$ cat src/rtl/dct_xpose_ctrl.sv
// -----------------------------------------------------------------------------
// dct_xpose_ctrl
//
// Ping-pong 4x4 transpose buffer between the row-DCT and column-DCT passes.
// Row results arrive as 4-coefficient beats (one row per beat, four beats per
// block) and are written into one bank. The other bank is drained column-wise,
// again as 4-coefficient beats. Both sides use valid/ready handshakes and each
// bank carries an explicit state (EMPTY, FILLING, FULL, DRAINING).
//
// Parameters
//   DW          coefficient width in bits (default 36)
//
// Ports
//   clk         clock, rising edge
//   rst         asynchronous, active-low reset
//   in_valid    row beat valid
//   in_ready    row beat accepted when in_valid && in_ready
//   in_d0..3    row coefficients, column index 0..3
//   out_valid   column beat valid
//   out_ready   downstream accepts column beat
//   out_d0..3   column coefficients, row index 0..3 (zero while !out_valid)
//   out_col     column index of the current output beat
//   out_last    high with column 3 of a block
//   bank_full   bit b set while bank b holds a complete, undrained block
//   blk_count   completed-block counter
//
// Build option
//   DCT_XPOSE_BLKCNT_EN  when defined, blk_count is a 16-bit wrapping counter
//                        of out_last handshakes; otherwise it is tied to zero.
// -----------------------------------------------------------------------------
module dct_xpose_ctrl #(
  parameter int DW = 36
) (
  input  logic          clk,
  input  logic          rst,
  input  logic          in_valid,
  output logic          in_ready,
  input  logic [DW-1:0] in_d0,
  input  logic [DW-1:0] in_d1,
  input  logic [DW-1:0] in_d2,
  input  logic [DW-1:0] in_d3,
  output logic          out_valid,
  input  logic          out_ready,
  output logic [DW-1:0] out_d0,
  output logic [DW-1:0] out_d1,
  output logic [DW-1:0] out_d2,
  output logic [DW-1:0] out_d3,
  output logic [1:0]    out_col,
  output logic          out_last,
  output logic [1:0]    bank_full,
  output logic [15:0]   blk_count
);

  typedef enum logic [1:0] {
    ST_EMPTY    = 2'd0,
    ST_FILLING  = 2'd1,
    ST_FULL     = 2'd2,
    ST_DRAINING = 2'd3
  } bank_st_t;

  bank_st_t      st_q [2];
  bank_st_t      st_n [2];
  logic          wr_bank_q, wr_bank_n;
  logic [1:0]    wr_row_q,  wr_row_n;
  logic          rd_bank_q, rd_bank_n;
  logic [1:0]    rd_col_q,  rd_col_n;
  logic          vld_q,     vld_n;

  logic          wr_fire, wr_done;
  logic          rd_fire, rd_done;

  // Coefficient storage: mem[bank][row][col]. Not reset; the bank state
  // machine guarantees only fully written blocks are ever read.
  logic [DW-1:0] mem [2][4][4];

  // in_ready looks only at registered bank state, so a bank freed on this
  // edge becomes writable on the following cycle. It is forced low while
  // reset is held.
  assign in_ready = rst && ((st_q[wr_bank_q] == ST_EMPTY) ||
                            (st_q[wr_bank_q] == ST_FILLING));

  assign wr_fire = in_valid && in_ready;
  assign wr_done = wr_fire && (wr_row_q == 2'd3);
  assign rd_fire = vld_q && out_ready;
  assign rd_done = rd_fire && (rd_col_q == 2'd3);

  // ---------------------------------------------------------------------------
  // Next-state: bank states, write pointers, read pointers, output valid
  // ---------------------------------------------------------------------------
  always_comb begin
    st_n[0]   = st_q[0];
    st_n[1]   = st_q[1];
    wr_bank_n = wr_bank_q;
    wr_row_n  = wr_row_q;
    rd_bank_n = rd_bank_q;
    rd_col_n  = rd_col_q;
    vld_n     = vld_q;

    if (wr_fire) begin
      wr_row_n = wr_row_q + 2'd1;
      if (wr_done) begin
        st_n[wr_bank_q] = ST_FULL;
        wr_bank_n       = ~wr_bank_q;
      end else begin
        st_n[wr_bank_q] = ST_FILLING;
      end
    end

    if (rd_fire) begin
      rd_col_n = rd_col_q + 2'd1;
      if (rd_done) begin
        st_n[rd_bank_q] = ST_EMPTY;
        rd_bank_n       = ~rd_bank_q;
        vld_n           = 1'b0;
      end
    end

    // Launch a drain from the post-update view of the bank the read side
    // will point at. This lets a block that completes on this very edge
    // start draining immediately, and lets a block that became full while
    // the other bank was draining follow the out_last beat with no bubble.
    if (!vld_n && (st_n[rd_bank_n] == ST_FULL)) begin
      st_n[rd_bank_n] = ST_DRAINING;
      vld_n           = 1'b1;
    end
  end

  // ---------------------------------------------------------------------------
  // Control registers
  // ---------------------------------------------------------------------------
  always_ff @(posedge clk or negedge rst) begin
    if (!rst) begin
      st_q[0]   <= ST_EMPTY;
      st_q[1]   <= ST_EMPTY;
      wr_bank_q <= 1'b0;
      wr_row_q  <= 2'd0;
      rd_bank_q <= 1'b0;
      rd_col_q  <= 2'd0;
      vld_q     <= 1'b0;
    end else begin
      st_q[0]   <= st_n[0];
      st_q[1]   <= st_n[1];
      wr_bank_q <= wr_bank_n;
      wr_row_q  <= wr_row_n;
      rd_bank_q <= rd_bank_n;
      rd_col_q  <= rd_col_n;
      vld_q     <= vld_n;
    end
  end

  // ---------------------------------------------------------------------------
  // Storage write
  // ---------------------------------------------------------------------------
  always_ff @(posedge clk) begin
    if (wr_fire) begin
      mem[wr_bank_q][wr_row_q][0] <= in_d0;
      mem[wr_bank_q][wr_row_q][1] <= in_d1;
      mem[wr_bank_q][wr_row_q][2] <= in_d2;
      mem[wr_bank_q][wr_row_q][3] <= in_d3;
    end
  end

  // ---------------------------------------------------------------------------
  // Column read-out
  // ---------------------------------------------------------------------------
  // The draining bank is never writable, and rd_col only moves on a
  // handshake, so these stay stable while out_ready is held low.
  assign out_valid = vld_q;
  assign out_col   = rd_col_q;
  assign out_last  = vld_q && (rd_col_q == 2'd3);
  assign out_d0    = vld_q ? mem[rd_bank_q][0][rd_col_q] : '0;
  assign out_d1    = vld_q ? mem[rd_bank_q][1][rd_col_q] : '0;
  assign out_d2    = vld_q ? mem[rd_bank_q][2][rd_col_q] : '0;
  assign out_d3    = vld_q ? mem[rd_bank_q][3][rd_col_q] : '0;

  assign bank_full[0] = (st_q[0] == ST_FULL) || (st_q[0] == ST_DRAINING);
  assign bank_full[1] = (st_q[1] == ST_FULL) || (st_q[1] == ST_DRAINING);

`ifdef DCT_XPOSE_BLKCNT_EN
  logic [15:0] blk_cnt_q;

  always_ff @(posedge clk or negedge rst) begin
    if (!rst) begin
      blk_cnt_q <= 16'h0000;
    end else if (rd_done) begin
      blk_cnt_q <= blk_cnt_q + 16'h0001;
    end
  end

  assign blk_count = blk_cnt_q;
`else
  assign blk_count = 16'h0000;
`endif

endmodule
$ cat config.mk
export PLATFORM = sky130hd
export DESIGN_NAME = dct_xpose_ctrl
export DESIGN_NICKNAME = d
export VERILOG_FILES = /design/src/rtl/dct_xpose_ctrl.sv
export SDC_FILE = /design/constraint.sdc
export NUM_CORES = 1
export LEC_CHECK = 0
export CORE_MARGIN = 3
export CORE_UTILIZATION = 55
export DETAILED_ROUTE_END_ITERATION = 16
export HOLD_SLACK_MARGIN = 0.1
export PLACE_DENSITY = 0.75
export RECOVER_POWER = 25
export SLEW_MARGIN = 40
export SYNTH_ARGS = -nofsm -noshare
export SYNTH_HDL_FRONTEND = slang
export SYNTH_SLANG_ARGS = --single-unit
$ cat constraint.sdc
create_clock -name clk -period 8.77 [get_ports clk]
set_input_delay 1.754 -clock clk [delete_from_list [all_inputs] [get_ports clk]]
set_output_delay 1.754 -clock clk [all_outputs]
set_load 0.05 [all_outputs]
; After elaboration in Yosys (flattened, before gate mapping)
; Memories as Yosys holds them, arrays and structs flattened.
; Index checks and enable logic that the tools add are counted.
[word_totals]
latch_bits = 0
mem_count = 1
regBits = 11
inputBits = 148
rom_bits = 0
word_cells = 3567
ramBits = 1152
[memory_table]
columns = name, depth, word_bits, read_ports, rd_clocked_by_memory_dff, write_ports, line
row1 = mem, 2, 576, 1, 0, 1, 74  ; logic [DW-1:0] mem [2][4][4];
[op_classes]
shifts = 0
mux = 1779
add_sub_neg = 2
n_div = 0
bitwise = 1744
eq_ne = 8
mul = 0
magnitude_cmp = 9
reduce_logical = 17
[op_table]
columns = op, count
row1 = 576-bit two-way mux, 4
row2 = 1-bit two-way mux, 1734
row3 = 1-bit OR, 1728
row4 = 144-bit demux with 2-bit select, 4
row5 = 36-bit two-way mux, 13
row6 = 36-bit binary-select mux with 2-bit select, 4
row7 = 144-bit two-way mux, 1
row8 = 108-bit two-way mux, 1
row9 = 72-bit two-way mux, 1
row10 = 4-bit two-way mux, 5
row11 = 2-bit two-way mux, 9
row12 = 2-bit equality test (second input constant), 7
row13 = 1-bit logical AND, 11
row14 = 2-bit demux with 1-bit select, 3
row15 = 2-bit greater-or-equal comparator (second input constant), 3
row16 = 3-bit greater-or-equal comparator (second input constant), 2
row17 = 2-bit by 1-bit < comparator with 1-bit output (second input constant), 3
row18 = 1-bit inverter with 2-bit output, 3
row19 = 2-bit inverter with 3-bit output, 2
row20 = 2-bit by 1-bit adder with 2-bit output (second input constant), 2
row21 = 2-bit bitwise AND, 2
row22 = 4-bit bitwise AND, 1
row23 = 2-bit inverter, 2
row24 = 4-bit inverter, 1
row25 = 9 further kinds, 13

; Logic depth before layout (Yosys ltp)
; Gate-level depths: netlist of the first run.
[depth]
word_depth = 20
ltp_mapped = 6
ltp_nobuf = 4

; Worst setup path before layout of the first run
; OpenSTA, ideal clock, no wires.
[synth_timing]
path_type = input -> register
startpoint = input port rst
endpoint = memory mem[0][0] in the netlist's numbering (enable)
arrival_ns = 8.153
cell_stages = 3
n_path_buf = 1
setup_slack_ns = -0.034
path_cell_list = buf_2 -> nand4b_1 -> nor2_1
[synth_via]
elab_chain_len = 7
elab_cells_between_ends = 10
cone_classes = mux (5) / bitwise (3) / reduce/logical (2)
[synth_lines]
columns = item, line
row1 = start: declaration, 35  ; input logic rst,
row2 = 1-bit logical AND *, 79  ; assign in_ready = rst && ((st_q[wr_bank_q] == ST_EMPTY) ||
row3 = 1-bit logical AND *, 82  ; assign wr_fire = in_valid && in_ready;
row4 = 1-bit two-way mux *, 155  ; if (wr_fire) begin
row5 = 576-bit two-way mux (on tied branches), "156, 157"
row6 = 1-bit OR (no line) (2 in series), --
row7 = 1-bit OR (no line) *, --
row8 = end: declaration, 74
; Mark *: on every way between the ends. The rest lies on a longest branch, timed or not.

; Final worst setup path of the first run
[layout_timing]
startpoint = input port rst
endpoint = memory mem[0][59] in the netlist's numbering (enable)
; The elaborated chain is that of the path after synthesis.

==> metrics.cfg, run 1 <==
[routing]
route.vias.total=23800
drt_iter0_drc=2048
wirelength_mm=103
wire_per_inst_um=26.9
via_per_inst=6.21
first_pass_iters=5
drc=0
antenna_left=0

[global_routing]
antenna_found_initial=11
grt_pass1_wl_mm=159
grt_pass1_vias=26300
grt_max_degree=145
gr-total-overflow=0
grt_use_total_pct=22.4

[cts]
htreeDepth=3
numClockSinks=1163
clkLatencyLatePin_ns=0.68
numCtsBuffers=118
clk_pin_slew_ns=0.06
cts_setup_buffers=0
cts-root-buf=clkbuf_16
cts_tree=yes
hold_buffers=0
cts_buffer_depth=3
post_cts_resized=0

[min_path]
min_path_type=flip-flop to flip-flop
min_from=wr_row_q[0]$_DFFE_PN0N_
min_to=wr_row_q[0]$_DFFE_PN0N_
holdPathStages=1

[placement]
portBuffers=298
post-dp-hpwl_mm=59.3
dpl_cell_area_mm2=0.0531
gp_congestion=0.769

[die]
initial_utilization_pct=55.9
dieArea_mm2=0.0926
fp-row-count=108
ios=315
core_mm2=0.0876
die_h_um=304
fp.dieW_um=304

[timing]
setup_viol=0
rsz0062_at_grt=no
setup_tns_ns=0
min_period_over_period_pct=75.5
drv_slew=265
slew_headroom_pct=-214
finalClockSkew_ns=0.0201
hold_viol=0
max_clock_freq_mhz=151
fin_crit_ns=6.62
worstMarginPinSlew_ns=4.71
whs_ns=0.568

[synth]
synth_seq_cells=1163
ys_types=37
synth_ff_type=edfxtp_1
avgSynthCellArea_um2=21.4
synth-async-reset-ratio_pct=0.946
yosysTopAreaCell=edfxtp_1
syn-instance-count=2282
yosys_warnings=0
synth_edf_count=1152
synth-seq-area-share_pct=71.2
netlist_area_mm2=0.0489
ys_top_cells_by_area=edfxtp_1 (71%), mux4_2 (13%), mux2_2 (8.4%)
synth.top_cell.area_share_pct=70.7

[job]
cap_viol_max_count=6

[outcome]
violations=max-capacitance violations, max-slew violations
status=finished, violations left

[critical_path]
cp_num_buf_inv=3
crit_family=buffers and inverters
critPathLaunchType=input port
rr_endpoint=mem[0][59]$_DFFE_PP_
crit_slowest_cell=clkbuf_1
cpMostUsedCell=clkbuf_1
cp-end-kind=flip-flop
reg2reg_slack_ns=3.43
r2r_cells=5
path_cells=clkbuf_1 -> nand4b_1 -> nor2_4 -> clkbuf_1 -> buf_16
critPathRequiredTime_ns=9.06
reg2reg_from=wr_row_q[0]$_DFFE_PN0N_
cp_max_fo=77
cpPeakStageDelay_ns=3.30
setup.worst_path.class=input port to flip-flop
cp.arrival_ns=6.92

[cells_and_area]
area_growth_pct=16.7
layout.nets=2718
drive_above_1_share_pct=31.8
finalInstanceArea_mm2=0.0571
mostFrequentLayoutCell=edfxtp_1
final_cell_mix=edfxtp_1 (1152), mux2_2 (328), mux4_2 (288), clkdlybuf4s50_1 (260), a22o_1 (144)

[power]
powerDensity_mw_per_mm2=200
cellLeakagePower_nw=17.9
ir_drop_uv=149

-- kinds of logic (layout without fill, tap and decap cells) --
family                     count (synthesis)  in the layout  synth area share (%)
AOI/OAI and AO/OA                        154            154                  2.73
xor gates and xnor gates                   3              3                0.0537
adders and majority gates                  5              5                 0.128
buffers and inverters                    204            574                  2.00
DFF                                     1163           1163                  71.2
muxes                                    725            725                  23.4
other                                      1             22               0.00766
and+or+nand+nor                           27             27                 0.440
-- final cells by class --
type / instances / area [µm²]
Sequential cell: 1163 / 34900
Fill cell: 5659 / 30400
Multi-Input combinational cell: 930 / 13200
Timing Repair Buffer: 347 / 3680
Clock buffer: 152 / 3170
Tap cell: 1155 / 1450
Clock inverter: 70 / 762
Inverter: 5 / 18.8
Antenna cell: 6 / 15.0
-- registers in the layout, indices dropped and copies added, names as in the netlist --
name and count:
wr_row_q 2, mem 1152, st_q 4, out_col 2, wr_bank_q 1, rd_bank_q 1
out_valid 1
-- per-stage QoR --
step / worst slack (ns) / cells / power (mW) / utilization, %
5_1_grt: 1.65 / 3824 / 11.8 / 65.2
2_1_floorplan: 2.39 / 2297 / 6.36 / -
3_3_place_gp: 3.12 / 3582 / 6.49 / 60.3
4_1_cts: 2.97 / 3815 / 11.5 / 65.1
3_5_place_dp: 3.69 / 3593 / 6.50 / 60.6
6_report: 2.15 / 3828 / 11.4 / 65.2
-- worst reg2reg max path: stages (launching register included) --
cell and delay [ns]:
dfrtp_1 0.43, ha_1 0.33, nand4b_1 0.26, nor2_4 0.16
clkbuf_1 3.30, buf_16 0.29
-- worst max-delay path by stage --
stage / cells after the start / to / from
floorplan: 4 / st_q[0]$_DFF_PN0_ / in_valid
global placement: 3 / in_ready / rst
detailed placement: 4 / out_d1[35] / rd_bank_q$_DFF_PN0_
CTS: 4 / out_d1[35] / rd_bank_q$_DFF_PN0_
global route: 5 / mem[0][16]$_DFFE_PP_ / rst
finish: 5 / mem[0][59]$_DFFE_PP_ / rst
-- per-layer routing --
metal	up-vias	wire [µm]	track usage, %
li1	10200	-	-
met1	12600	40800	30.1
met2	881	52300	37.5
met3	154	7840	4.80
met4	4	2180	6.17
met5	-	21	0
-- report_power, final --
group / total [mW] / internal [mW] / switching, mW
Sequential: 6.11 / 6.11 / 0
Combinational: 0.278 / 0.124 / 0.153
Clock: 5.04 / 3.01 / 2.03
-- Yosys cell counts (all sizes together), types with 2 or more instances --
cell and count:
mux4 288, xnor2 2, mux2i 2, dfrtp 11
edfxtp 1152, ha 5, and2 11, nand4 4
a221oi 3, nor2b 3, mux2 435, inv 5
nor2 3, a22o 144, buf 114, clkbuf 85
a21oi 2
(Power assumes the default switching activity.)
==> run 2, diff against run 1 <==
Clock period 8.77 ns to 6.9 ns, I/O delays scaled along.
==> run 2 against run 1 <==
Against the previous run: the run still ends with max-capacitance violations, max-slew violations left; total power is 25% higher; hold slack gained 0.020 ns; cell area fell by 0.32%.
==> metrics.cfg, run 2 (synthesis results as in run 1) <==
[outcome]
status=finished, violations left
violations=max-capacitance violations, max-slew violations

[timing]
worstMarginPinSlew_ns=2.47  ; -2.24 ns
drv_slew=324  ; +22%
whs_ns=0.588  ; +0.0200 ns
hold_viol=0  ; unchanged
max_clock_freq_mhz=175
setup_viol=0  ; unchanged
slew_headroom_pct=-64.8  ; +150 points
min_period_over_period_pct=82.7
fin_crit_ns=5.70
finalClockSkew_ns=0.0132  ; -0.00689 ns
setup_tns_ns=0  ; unchanged
rsz0062_at_grt=no

[power]
powerDensity_mw_per_mm2=251  ; +26%
cellLeakagePower_nw=17.8  ; -0.69%
ir_drop_uv=204  ; +36%

[cts]
cts-root-buf=clkbuf_16
cts_buffer_depth=3  ; unchanged
cts_setup_buffers=0  ; unchanged
numClockSinks=1163  ; unchanged
cts_tree=yes
post_cts_resized=0  ; unchanged
clk_pin_slew_ns=0.06  ; about the same
hold_buffers=0  ; unchanged
clkLatencyLatePin_ns=0.66  ; -0.02 ns
numCtsBuffers=118  ; unchanged
htreeDepth=3  ; unchanged

[routing]
wire_per_inst_um=26.9  ; about the same
wirelength_mm=103  ; about the same
antenna_left=0  ; unchanged
first_pass_iters=5  ; unchanged
via_per_inst=6.19  ; -0.37%
route.vias.total=23700  ; -0.29%
drc=0  ; unchanged
drt_iter0_drc=1905  ; -7.0%

[critical_path]
cp.arrival_ns=4.32  ; -2.60 ns
cp_max_fo=36  ; -53%
rr_endpoint=mem[1][283]$_DFFE_PP_
reg2reg_from=st_q[1]$_DFF_PN0_
critPathRequiredTime_ns=5.52  ; -3.54 ns
reg2reg_slack_ns=3.11  ; -0.32 ns
crit_slowest_cell=dfrtp_1
cpPeakStageDelay_ns=1.33  ; -1.97 ns
setup.worst_path.class=flip-flop to output pin
crit_family=buffers and inverters
r2r_cells=4  ; -1
cp_num_buf_inv=3  ; unchanged
cp-end-kind=output pin
path_cells=buf_12 -> buf_4 -> mux4_2 -> a22o_1 -> clkdlybuf4s50_1
critPathLaunchType=flip-flop

[cells_and_area]
final_cell_mix=edfxtp_1 (1152), mux2_2 (335), mux4_2 (288), clkdlybuf4s50_1 (260), a22o_1 (144)
fin_util_pct=65.0  ; -0.21 points
reg_top3=mem: 1152 flops, st_q: 4 flops
regArea_mm2=0.0349  ; unchanged
mostFrequentLayoutCell=edfxtp_1
largest_reg_flops=1152  ; unchanged
layout.nets=2714  ; -0.15%
fill_cells=5676  ; +0.30%
drive_above_1_share_pct=31.8  ; -0.079 points
multi_input_area_mm2=0.0131  ; -0.24%
area_growth_pct=16.3
regMostFlops=mem

[die]
ios=315  ; unchanged
die_h_um=304  ; unchanged
core_mm2=0.0876  ; unchanged
initial_utilization_pct=55.9  ; unchanged
fp-row-count=108  ; unchanged
fp.dieW_um=304  ; unchanged
dieArea_mm2=0.0926  ; unchanged

[global_routing]
grt_use_total_pct=22.3  ; -0.072 points
grt_pass1_vias=26200  ; -0.43%
grt_pass1_wl_mm=158  ; -0.24%
grt_max_degree=145  ; unchanged
gr-total-overflow=0  ; unchanged
antenna_found_initial=17  ; +6

[min_path]
min_to=wr_row_q[1]$_DFFE_PN0N_
min_path_type=flip-flop to flip-flop
min_from=wr_row_q[1]$_DFFE_PN0N_
holdPathStages=1  ; unchanged

[placement]
post-dp-hpwl_mm=57.6  ; -2.9%
portBuffers=298  ; unchanged
gp_congestion=0.734  ; -4.6%

[job]
cap_viol_max_count=8  ; +2

[run 2: changes by cell type in the layout (fill, tap and decap cells not counted), sizes merged]
cell      change
buf           -4
clkinvlp      -2
clkinv        +5
clkbuf        -1
diode         +9
bufinv        -5
inv           +1
[run 2: how the worst max path moves through the flow]
stage                      startpoint                end  slack, ns  cells past startpoint
6_report       out_col[0]$_DFFE_PN0P_          out_d0[3]       1.20                      5
5_1_grt        out_col[0]$_DFFE_PN0P_          out_d0[3]       1.07                      5
4_1_cts           rd_bank_q$_DFF_PN0_         out_d1[30]       1.59                      4
3_5_place_dp                      rst           in_ready       1.97                      3
3_3_place_gp                      rst           in_ready       2.02                      3
2_1_floorplan                in_valid  st_q[0]$_DFF_PN0_       0.90                      4
[run 2: routing by layer]
layer	GRT usage [%]	up-vias	part of all wire [%]
met5	0	-	0.025
li1	-	10200	-
met4	5.63	4	1.9
met2	37.5	749	51
met1	29.9	12600	40
met3	5.18	143	7.5
[run 2: cell type report]
type,count,area share [%]
clock buffers,151,5.51
clock inverters,69,1.11
diodes,15,0.0659
repair buffers,343,6.45
flip-flops and latches,1163,61.2
multi-input cells,930,23.0
inverters,5,0.0330
well taps,1155,2.54
[run 2: where the power goes]
group,internal [mW],switching (mW)
Sequential,7.76,0
Clock,3.61,2.58
Combinational,0.156,0.191
[run 2: per-stage QoR]
stage          worst slack (ns)  power, mW  std cells  cell area [µm²]
2_1_floorplan             0.898       8.09       2297            49000
3_3_place_gp               2.02       8.24       3586            53000
3_5_place_dp               1.97       8.26       3590            53100
4_1_cts                    1.59       14.4       3810            56900
5_1_grt                    1.07       14.7       3817            56900
6_report                   1.20       14.3       3831            56900
==> run 3, diff against run 2 <==
Clock period 6.9 ns to 5.5 ns, I/O delays scaled along.
==> run 3 against run 2 <==
Against the previous run: the run still ends with max-capacitance violations, max-slew violations left; register-to-register slack lost 1.8 ns; core utilization decreased by 0.21 points; routed wire length up 0.28%; die area unchanged; clock power grew 19%; cell count fell by 0.44%; worst setup slack got worse by 0.46 ns; non-clock buffer count grew 3; critical path type is now input port to flip-flop; total power up 23%; combinational power is 28% higher.
==> metrics.cfg, run 3 (synthesis results as in run 1) <==
[critical_path]
path_cells=dlygate4sd3_1 -> nand4_4 -> clkbuf_1 -> buf_4 -> mux2_2
crit_start=rst
cp.arrival_ns=5.16  ; +0.84 ns
reg2reg_from=wr_row_q[0]$_DFFE_PN0N_
critPathLaunchType=input port
cp_max_fo=47  ; +31%
cpPeakStageDelay_ns=1.69  ; +0.36 ns
setup.worst_path.class=input port to flip-flop
cp-end-kind=flip-flop
critPathRequiredTime_ns=5.90  ; +0.38 ns
crit_slowest_cell=clkbuf_1

[cts]
cts_buffer_depth=3  ; unchanged
cts-root-buf=clkbuf_16
clkLatencyLatePin_ns=0.66  ; about the same
cts_tree=yes
numCtsBuffers=114  ; -3.4%
cts_setup_buffers=0  ; unchanged
hold_buffers=0  ; unchanged
numClockSinks=1163  ; unchanged
htreeDepth=3  ; unchanged
post_cts_resized=0  ; unchanged
clk_pin_slew_ns=0.06  ; about the same

[global_routing]
grt_max_degree=145  ; unchanged
antenna_found_initial=8  ; -9
grt_pass1_vias=25900  ; -1.1%
gr-total-overflow=0  ; unchanged
grt_pass1_wl_mm=159  ; +0.57%
grt_use_total_pct=22.5  ; +0.16 points

[timing]
finalClockSkew_ns=0.0138  ; +0.000556 ns
setup_viol=0  ; unchanged
min_period_over_period_pct=86.5
max_clock_freq_mhz=210
fin_crit_ns=4.76
slew_headroom_pct=-59.9  ; +4.9 points
worstMarginPinSlew_ns=2.40  ; -0.0731 ns
setup_tns_ns=0  ; unchanged
hold_viol=0  ; unchanged
drv_slew=281  ; -13%
rsz0062_at_grt=no

[die]
dieArea_mm2=0.0926  ; unchanged
initial_utilization_pct=55.9  ; unchanged
ios=315  ; unchanged
fp.dieW_um=304  ; unchanged
fp-row-count=108  ; unchanged
die_h_um=304  ; unchanged
core_mm2=0.0876  ; unchanged

[routing]
drc=0  ; unchanged
route.vias.total=23900  ; +0.76%
antenna_left=0  ; unchanged
via_per_inst=6.27  ; +1.2%
drt_iter0_drc=1941  ; +1.9%
first_pass_iters=5  ; unchanged
wire_per_inst_um=27.1  ; +0.73%
wirelength_mm=103  ; +0.28%

[min_path]
min_path_type=flip-flop to flip-flop
min_from=wr_row_q[0]$_DFFE_PN0N_

[cells_and_area]
reg_top3=mem: 1152 flops, st_q: 4 flops
finalInstanceArea_mm2=0.0567  ; -0.33%
layout.nets=2713  ; -0.037%
fill_cells=5733  ; +1.0%
largest_reg_flops=1152  ; unchanged
regMostFlops=mem
mostFrequentLayoutCell=edfxtp_1
drive_above_1_share_pct=31.0  ; -0.76 points
area_growth_pct=15.9
final_cell_mix=edfxtp_1 (1152), mux2_2 (308), mux4_2 (288), clkdlybuf4s50_1 (260), a22o_1 (144)

[placement]
gp_congestion=0.742  ; +1.2%
dpl_cell_area_mm2=0.0532  ; +0.25%
post-dp-hpwl_mm=59.9  ; +3.9%
portBuffers=298  ; unchanged

[job]
cap_viol_max_count=6  ; -2

[power]
cellLeakagePower_nw=17.7  ; -0.42%
ir_drop_uv=278  ; +37%
total_power_mw=17.5  ; +23%
powerDensity_mw_per_mm2=309  ; +23%

[outcome]
violations=max-capacitance violations, max-slew violations
status=finished, violations left

[run 3: worst paths after layout]
check	depth (start not counted)	slack (ns)	end
setup / recovery	5	0.74	mem[0][246]$_DFFE_PP_
hold / removal	1	0.56	wr_row_q[0]$_DFFE_PN0N_
setup reg to reg	6	1.30	mem[0][246]$_DFFE_PP_
hold reg to reg	1	0.56	wr_row_q[0]$_DFFE_PN0N_
max in group asynchronous	2	3.90	st_q[1]$_DFF_PN0_
min in group asynchronous	1	0.93	st_q[3]$_DFF_PN0_
[run 3: power by group]
part	leakage (nW)	internal, mW	switching (mW)
clock network	1.73	4.17	3.19
registers	10.5	9.73	0
logic	5.46	0.197	0.247
[run 3: per-stage QoR]
step	utilization [%]	hold slack, ns	cells	setup WS (ns)
floorplan	-	0.498	2297	0.0473
global placement	60.8	0.513	3597	1.31
detailed placement	60.8	0.545	3598	1.22
CTS	64.9	0.557	3809	0.723
global route	64.8	0.577	3810	0.543
finish	64.8	0.558	3814	0.740
[run 3: critical path: cells and delay by family]
family | cells | cell delay, ns
multiplexers | 1 | 0.43
AND/OR/NAND/NOR | 1 | 0.16
buffers and inverters | 3 | 3.33
[run 3: area by class of cell]
cell class | instances | area, µm² | share of cell area [%]
inverters | 5 | 18.8 | 0.0331
flip-flops and latches | 1163 | 34900 | 61.5
clock inverters | 70 | 569 | 1.00
clock buffers | 141 | 2980 | 5.24
repair buffers | 346 | 3690 | 6.50
diodes | 4 | 10.0 | 0.0176
multi-input cells | 930 | 13200 | 23.2
well taps | 1155 | 1450 | 2.55
[run 3: per-layer routing]
layer / part of all wire, % / routed length [µm] / vias to the layer above / global-route usage [%]
met1: 41 / 42300 / 12800 / 31.5
met4: 1.6 / 1670 / 4 / 4.88
li1: - / - / 10200 / -
met3: 7.4 / 7660 / 120 / 5.00
met2: 50 / 51900 / 820 / 36.8
met5: 0.026 / 27 / - / 0
